## src/rtl/pwm_spi_sequencer.sv

```systemverilog
// Two-requester round-robin sequencer driving 16-bit mode-0 SPI frames to a PWM driver.
// Define PWM_SPI_SEQUENCER_READBACK_EN to enable reads over miso; otherwise reads complete with err.
module pwm_spi_sequencer #(
    parameter int HALF_PERIOD = 4,
    parameter int CS_GAP      = 4
) (
    input  logic       clk,
    input  logic       reset,
    input  logic       a_req,
    input  logic       a_rd,
    input  logic [2:0] a_addr,
    input  logic [7:0] a_wdata,
    output logic       a_ack,
    input  logic       b_req,
    input  logic       b_rd,
    input  logic [2:0] b_addr,
    input  logic [7:0] b_wdata,
    output logic       b_ack,
    output logic       done,
    output logic       done_id,
    output logic       err,
    output logic [7:0] rdata,
    output logic       busy,
    output logic       sclk,
    output logic       cs,
    output logic       mosi,
    input  logic       miso
);
    typedef enum logic [2:0] {
        IDLE  = 3'd0,
        SETUP = 3'd1,
        SHIFT = 3'd2,
        HOLD  = 3'd3,
        GAP   = 3'd4
    } state_t;

    localparam logic [7:0] HP_LAST  = 8'(HALF_PERIOD - 1);
    localparam logic [7:0] GAP_LAST = 8'(CS_GAP - 1);

    state_t      state_q, state_d;
    logic [7:0]  div_q, div_d;
    logic [3:0]  bit_q, bit_d;
    logic [15:0] sh_q, sh_d;
    logic [7:0]  rx_q, rx_d;
    logic        rd_q, rd_d;
    logic        cur_q, cur_d;
    logic        last_q, last_d;
    logic        err_pend_q, err_pend_d;
    logic        a_ack_q, a_ack_d;
    logic        b_ack_q, b_ack_d;
    logic        done_q, done_d;
    logic        done_id_q, done_id_d;
    logic        err_q, err_d;
    logic [7:0]  rdata_q, rdata_d;
    logic        busy_q, busy_d;
    logic        sclk_q, sclk_d;
    logic        cs_q, cs_d;
    logic        mosi_q, mosi_d;

    logic        gnt_b_s;
    logic        sel_rd_s;
    logic [2:0]  sel_addr_s;
    logic [7:0]  sel_wdata_s;
    logic [15:0] frame_s;
    logic        bad_s;

    // Round-robin pick (last_q=1 means B went last, so A wins a tie) and frame assembly.
    always_comb begin
        gnt_b_s = b_req & (~a_req | ~last_q);
        if (gnt_b_s) begin
            sel_rd_s    = b_rd;
            sel_addr_s  = b_addr;
            sel_wdata_s = b_wdata;
        end else begin
            sel_rd_s    = a_rd;
            sel_addr_s  = a_addr;
            sel_wdata_s = a_wdata;
        end
        frame_s = sel_rd_s ? {5'b00000, sel_addr_s, 8'h00}
                           : {1'b1, 4'b0000, sel_addr_s, sel_wdata_s};
`ifdef PWM_SPI_SEQUENCER_READBACK_EN
        bad_s = (sel_addr_s == 3'd7);
`else
        bad_s = (sel_addr_s == 3'd7) | sel_rd_s;
`endif
    end

    // Next-state and next-output computation for the sequencer FSM.
    always_comb begin
        state_d    = state_q;
        div_d      = div_q;
        bit_d      = bit_q;
        sh_d       = sh_q;
        rx_d       = rx_q;
        rd_d       = rd_q;
        cur_d      = cur_q;
        last_d     = last_q;
        err_pend_d = err_pend_q;
        a_ack_d    = 1'b0;
        b_ack_d    = 1'b0;
        done_d     = 1'b0;
        done_id_d  = done_id_q;
        err_d      = 1'b0;
        rdata_d    = rdata_q;
        sclk_d     = sclk_q;
        cs_d       = cs_q;
        mosi_d     = mosi_q;
        case (state_q)
            IDLE: begin
                if (a_req | b_req) begin
                    a_ack_d = ~gnt_b_s;
                    b_ack_d = gnt_b_s;
                    last_d  = gnt_b_s;
                    cur_d   = gnt_b_s;
                    rd_d    = sel_rd_s;
                    div_d   = 8'd0;
                    bit_d   = 4'd0;
                    rx_d    = 8'h00;
                    if (bad_s) begin
                        // Rejected requests skip the bus; done+err comes from GAP.
                        err_pend_d = 1'b1;
                        state_d    = GAP;
                    end else begin
                        cs_d    = 1'b0;
                        sclk_d  = 1'b0;
                        mosi_d  = frame_s[15];
                        sh_d    = {frame_s[14:0], 1'b0};
                        state_d = SETUP;
                    end
                end else begin
                    state_d = IDLE;
                end
            end
            SETUP: begin
                if (div_q == HP_LAST) begin
                    div_d   = 8'd0;
                    state_d = SHIFT;
                end else begin
                    div_d = div_q + 8'd1;
                end
            end
            SHIFT: begin
                if (div_q != HP_LAST) begin
                    div_d = div_q + 8'd1;
                end else if (!sclk_q) begin
                    div_d  = 8'd0;
                    sclk_d = 1'b1;
                    if (rd_q && bit_q[3]) begin
                        rx_d = {miso, rx_q[7:1]};
                    end else begin
                        rx_d = rx_q;
                    end
                end else begin
                    div_d  = 8'd0;
                    sclk_d = 1'b0;
                    mosi_d = sh_q[15];
                    sh_d   = {sh_q[14:0], 1'b0};
                    if (bit_q == 4'd15) begin
                        state_d = HOLD;
                    end else begin
                        bit_d = bit_q + 4'd1;
                    end
                end
            end
            HOLD: begin
                if (div_q == HP_LAST) begin
                    div_d     = 8'd0;
                    cs_d      = 1'b1;
                    done_d    = 1'b1;
                    done_id_d = cur_q;
                    if (rd_q) begin
                        rdata_d = rx_q;
                    end else begin
                        rdata_d = rdata_q;
                    end
                    state_d = GAP;
                end else begin
                    div_d = div_q + 8'd1;
                end
            end
            GAP: begin
                if (err_pend_q) begin
                    err_pend_d = 1'b0;
                    done_d     = 1'b1;
                    err_d      = 1'b1;
                    done_id_d  = cur_q;
                end else begin
                    err_pend_d = 1'b0;
                end
                if (div_q == GAP_LAST) begin
                    div_d   = 8'd0;
                    state_d = IDLE;
                end else begin
                    div_d = div_q + 8'd1;
                end
            end
            default: begin
                state_d = IDLE;
                cs_d    = 1'b1;
                sclk_d  = 1'b0;
            end
        endcase
        busy_d = (state_d != IDLE);
    end

    // State and registered outputs; reset aborts any frame in flight.
    always_ff @(posedge clk or posedge reset) begin
        if (reset) begin
            state_q    <= IDLE;
            div_q      <= 8'd0;
            bit_q      <= 4'd0;
            sh_q       <= 16'h0000;
            rx_q       <= 8'h00;
            rd_q       <= 1'b0;
            cur_q      <= 1'b0;
            last_q     <= 1'b1;
            err_pend_q <= 1'b0;
            a_ack_q    <= 1'b0;
            b_ack_q    <= 1'b0;
            done_q     <= 1'b0;
            done_id_q  <= 1'b0;
            err_q      <= 1'b0;
            rdata_q    <= 8'h00;
            busy_q     <= 1'b0;
            sclk_q     <= 1'b0;
            cs_q       <= 1'b1;
            mosi_q     <= 1'b0;
        end else begin
            state_q    <= state_d;
            div_q      <= div_d;
            bit_q      <= bit_d;
            sh_q       <= sh_d;
            rx_q       <= rx_d;
            rd_q       <= rd_d;
            cur_q      <= cur_d;
            last_q     <= last_d;
            err_pend_q <= err_pend_d;
            a_ack_q    <= a_ack_d;
            b_ack_q    <= b_ack_d;
            done_q     <= done_d;
            done_id_q  <= done_id_d;
            err_q      <= err_d;
            rdata_q    <= rdata_d;
            busy_q     <= busy_d;
            sclk_q     <= sclk_d;
            cs_q       <= cs_d;
            mosi_q     <= mosi_d;
        end
    end

    assign a_ack   = a_ack_q;
    assign b_ack   = b_ack_q;
    assign done    = done_q;
    assign done_id = done_id_q;
    assign err     = err_q;
    assign rdata   = rdata_q;
    assign busy    = busy_q;
    assign sclk    = sclk_q;
    assign cs      = cs_q;
    assign mosi    = mosi_q;
endmodule
```

## config.mk

```make
export PLATFORM = sky130hd
export DESIGN_NAME = pwm_spi_sequencer
export DESIGN_NICKNAME = d
export VERILOG_FILES = /design/src/rtl/pwm_spi_sequencer.sv
export SDC_FILE = /design/constraint.sdc
export NUM_CORES = 1
export LEC_CHECK = 0
export ABC_AREA = 0
export ABC_CLOCK_PERIOD_IN_PS = 2500
export BUFFER_PORTS_ARGS = -buffer_cell sky130_fd_sc_hd__clkbuf_2
export CAP_MARGIN = 20
export CELL_PAD_IN_SITES_DETAIL_PLACEMENT = 1
export CELL_PAD_IN_SITES_GLOBAL_PLACEMENT = 1
export CORE_AREA = 2 2 84 86
export DETAILED_ROUTE_END_ITERATION = 8
export DIE_AREA = 0 0 86 88
export GPL_ROUTABILITY_DRIVEN = 0
export PLACE_DENSITY = 0.88
export RECOVER_POWER = 25
export SETUP_SLACK_MARGIN = 0.15
export SLEW_MARGIN = 20
export SYNTH_ARGS = -nofsm -noshare
export SYNTH_HDL_FRONTEND = slang
export SYNTH_SLANG_ARGS = --single-unit
export TNS_END_PERCENT = 30
```

## constraint.sdc

```tcl
create_clock -name clk -period 2.5 [get_ports clk]
set_input_delay 0.375 -clock clk [delete_from_list [all_inputs] [get_ports clk]]
set_output_delay 0.375 -clock clk [all_outputs]
set_load 0.02 [all_outputs]
```

== Word-level counts from Yosys, hierarchy flattened ==
Cells that the tools add are included.
Storage, ports and cells
  input port bits: 29
  output and inout port bits: 17
  logic and storage cells: 124
  register bits after elaboration: 60
Cells by class
  reductions and logical operators: 19
  multiplexer cells: 57
  add/subtract/negate cells: 2
  equality and inequality tests: 18
  bitwise operators: 9
Operators by type and width (count)
  two-way mux 16 bit: 5
  two-way mux 8 bit: 7
  one-hot mux 16 bit (2 select lines): 1
  two-way mux 3 bit: 9
  one-hot mux 8 bit (3 select lines): 1
  two-way mux 1 bit: 21
  != test 2 bit, second input constant: 10
  two-way mux 4 bit: 4
  one-hot mux 8 bit (2 select lines): 1
  one-hot mux 3 bit (5 select lines): 1
  AND reduction 5 bit: 3
  AND reduction 3 bit: 3
  adder 8 x 1 -> 8 bit, second input constant: 1
  equality test 8 x 2 -> 1 bit, second input constant: 1
  != test 8 x 2 -> 1 bit, second input constant: 1
  one-hot mux 1 bit (2 select lines): 4
  one-hot mux 4 bit (2 select lines): 1
  AND reduction 4 bit: 2
  equality test 3 x 2 -> 1 bit, second input constant: 2
  equality test 3 bit, second input constant: 2
  one-hot mux 1 bit (3 select lines): 2
  nonzero test 2 bit: 3
  nonzero test 3 bit: 2
  OR reduction 3 bit: 2
  other kinds (9): 16

== Logic depth before layout (Yosys ltp) ==
  word-level depth: 10
  gate-level depth with buffers: 8
  mapped depth without buffers: 6

== Least setup slack after synthesis ==
No wires, ideal clock.
  path kind: register to register
  start point: reg div_q[0]
  end point: reg mosi_q (netlist: mosi)
  library setup time: 125 ps
  path buffers: 2
  stages on the path, launching flop included: 9
  period minus slack after synthesis: 2064 ps
  arrival: 1938 ps
  required time: 2375 ps
  slack: 436 ps
  path through: dfrtp_1 ha_1 nor4b_2 and2_1 buf_2 a31o_2 o41ai_4 buf_6 mux2_4
Between the ends
  longest elaborated chain between the ends: 3
Ends and longest elaborated chain
  start: declaration: line 41  | logic [7:0] div_q, div_d;
  start signal: assignment: line 230  | div_q <= div_d;
  != test 8 x 2 -> 1 bit: line 143  | if (div_q != HP_LAST) begin
  != test 2 bit (no line)
  AND reduction 5 bit (no line)
  end signal: assignment: line 247  | mosi_q <= mosi_d;
  end: declaration: line 58  | logic mosi_q, mosi_d;
No other way between the ends.
A chain may end at the register's enable or synchronous reset.

== Final worst setup path ==
  start point: reg div_q[0]
  end point: reg sh_q[2]
Between the ends
  longest elaborated chain between the ends: 3
Ends and longest elaborated chain
  != test 8 x 2 -> 1 bit: line 143
  != test 2 bit (no line)
  AND reduction 5 bit (no line)
  end signal: assignment: line 212  | sh_q <= 16'h0000;
  end signal: assignment: line 232  | sh_q <= sh_d;
  end: declaration: line 43  | logic [15:0] sh_q, sh_d;
No other way between the ends.

==> results.yml <==
timing:
  final_max_slew_viol_count: 0
  hold_slack_ns: 0.1682
  period_share_pct: 86.19
  fin_skew_ns: 0.01138
  worst_slack_ns: 0.3453
  max_slew_margin_pct: 37.37
  setup_viol: 0
  tightest_slew_ns: 0.9394
  hold_violations: 0
  timing.fmax_ghz: 0.4641
  rsz0062_at_grt: "no"
  period_minus_slack_ns: 2.155
yosys:
  ys_seq_area_share_pct: 51.73
  syn_inst: 271
  synth-seq-cells: 59
  syn-cell-area_um2: 2859
  synth.avg_cell_area_um2: 10.55
  synthesis.nets: 302
  yosysWarningCount: 0
  synth_cell_type_count: 42
global_routing:
  overflow: 0
  track_usage_pct: 20.38
  antenna_found_initial: 0
  grt_pass1_wl_um: 11960
  grt_pass1_vias: 2439
  grt_max_degree: 41
route:
  wirelength_um: 6921
  routedWlPerCell_um: 17.00
  first_pass_iters: 4
  postRouteAntennaNets: 0
  remaining_drc_errors: 0
  vias: 2231
  drt_iter0_markers: 68
  via_per_inst: 5.482
placement:
  place_hpwl_um: 4715
  post-place-ws_ns: -0.02898
  place_inst: 389
  io_buffers: 45
  placed_cell_area_um2: 3189
clocking:
  cts_tree: "done"
  cts_resized: 0
  htree_levels: 3
  clkLatencyLatePin_ns: 0.35
  root_buffer: "clkbuf_8"
  cts_buffers: 9
  cts.sinks: 59
  clkSlewWorstSetupHoldPaths_ns: 0.07
  cts_max_path_buffers: 2
worst_setup_path:
  crit_buf_inv: 1
  crit_chain: "ha_1 > nor4b_2 > and2_1 > a31o_2 > o41ai_4 > buf_12 > mux2_4"
  r2r_slack_ns: 0.35
  reg2reg_to: "sh_q[2]"
  critPathLaunchType: "flip-flop"
  reg2regPathDepth: 7
  cp.required_ns: 2.72
  timing.rr.start: "div_q[0]"
  end_kind: "flip-flop"
  crit_slowest_cell: "dfrtp_1"
  max_stage_delay_ns: 0.39
  critPathTopFamily: "simple AND/OR/NAND/NOR gates"
  path_max_fanout: 13
  critical_path_class: "flip-flop to flip-flop"
  cp_data_arrival_time_ns: 2.38
outcome:
  run_status: "finished, final reports clean"
power_and_ir_drop:
  vdd.ir_drop.worst_mv: 0.3203
  p_per_area_nw_per_um2: 1018
  p_leak_nw: 1.680
  power_switching_mw: 1.233
  p_int_mw: 2.237
  combinationalPowerShare_pct: 35.1
  seqPwrFrac_pct: 39.8
  sw_frac_of_total_pct: 35.52
  clock_power_share_pct: 25.1
die:
  die_h_um: 88
  fp.coreArea_um2: 6644
  rows: 30
  io_pins: 46
  die_w_um: 86
  initial_utilization_pct: 43.03
  die-area_um2: 7568
finish:
  final_cell_count_no_fill: 407
  drive_gt1_share_pct: 29.05
  stdcell_area_um2: 3407
  syn2layout_area_growth_pct: 19.17
  final_nets: 353
  n_antenna_cell: 0
job:
  maxCapViolations: 0
hold_path:
  hold_path_class: "input port to asynchronous set/reset pin"
layout make-up:
| cell class | count | area, um2 |
|---|---|---|
| Clock inverter | 6 | 55.05 |
| Sequential cell | 59 | 1479 |
| Clock buffer | 10 | 137.6 |
| Tap cell | 80 | 100.1 |
| Inverter | 14 | 52.55 |
| Fill cell | 745 | 3237 |
| Multi-Input combinational cell | 183 | 1260 |
| Timing Repair Buffer | 55 | 322.8 |
flip-flops by register name, indices dropped and copies added (netlist names), 3 cells and up:
name,flops
state_q,3
rdata,8
sh_q,15
div_q,8
rx_q,8
bit_q,4
metal layers:
metal	wire length [um]	vias up	GRT usage, %
li1	-	1047	-
met1	3000	1142	24.61
met2	3618	29	36.08
met3	177	13	3.582
met4	124	0	8.369
met5	0	-	0
per-stage QoR:
stage | TNS (ns) | total power, mW | util, %
2_1_floorplan | 0 | 2.219 | -
3_3_place_gp | 0 | 2.460 | 48.00
3_5_place_dp | -0.04268 | 2.540 | 48.00
4_1_cts | 0 | 3.456 | 51.21
5_1_grt | 0 | 3.682 | 51.28
6_report | 0 | 3.470 | 51.28
what timing repair did:
action	CTS	global route
setup buffers	1	1
hold buffers	0	0
pin swaps	1	1
setup endpoints to repair	10	8
cells in the mapped netlist (all sizes together):
cell	count	area, um2
a31oi	1	6.260
o21a	1	7.510
and4	1	8.760
nand2b	1	6.260
nor4b	1	15.01
mux2	16	206.5
o211ai	2	15.01
or4	1	7.510
dfstp	2	52.55
nor4	1	6.260
mux2i	15	150.1
a22o	2	17.52
nand3b	1	7.510
buf	4	26.27
nor3	6	35.03
inv	14	52.55
a21boi	1	18.77
o31ai	7	52.55
ha	2	25.02
o21ai	22	110.1
nor2	16	60.06
a21o	4	30.03
a211o	1	8.760
xnor2	1	8.760
a31o	1	8.760
a221o	1	10.01
and2	3	18.77
a21oi	5	25.02
o41ai	2	55.05
and3	5	31.28
nand4	3	18.77
xor2	6	52.55
a211oi	1	7.510
clkbuf	11	41.29
nand3	16	80.08
nand2	35	131.4
a2bb2oi	1	8.760
dfrtp	57	1426
o2111ai	1	8.760
worst max-delay path by stage:
| stage | slack, ns | end | startpoint | cells after the start |
|---|---|---|---|---|
| final | 0.35 | sh_q[2] | div_q[0] | 7 |
| after global routing | 0.24 | sh_q[2] | div_q[0] | 7 |
| after detailed placement | -0.03 | sh_q[12] | a_req | 7 |
| after CTS | 0.15 | rx_q[3] | div_q[0] | 5 |
| after global placement | 0.1 | sh_q[13] | a_req | 7 |
| after floorplan | 0.44 | mosi | div_q[0] | 8 |
power by group through the flow:
stage          clock (mW)  sequential (mW)  combinational [mW]
2_1_floorplan           0             1.38               0.843
3_3_place_gp            0             1.38                1.08
3_5_place_dp            0             1.40                1.15
4_1_cts             0.887             1.38                1.19
5_1_grt             0.938             1.42                1.33
6_report            0.870             1.38                1.22
kinds of logic after synthesis:
kind of cell | after synthesis | synth area share (%)
buf+inv | 29 | 4.201
flops | 59 | 51.73
xor+xnor | 7 | 2.144
mux | 31 | 12.47
simple gates | 90 | 14.92
fa+ha+maj | 2 | 0.8751
compound gates | 53 | 13.65
placed cells by master, fill, tap and decap left out, types with 6 or more instances in the layout:
master    count
mux2_2        9
o31ai_1       7
clkbuf_2     46
nor2_1       16
xor2_1        6
nand3_1      16
nand2_1      35
o21ai_0      22
dfrtp_1      57
clkbuf_8     10
mux2i_1      15
mux2_4        7
buf_4         7
inv_1        14
(Power assumes the default switching activity.)
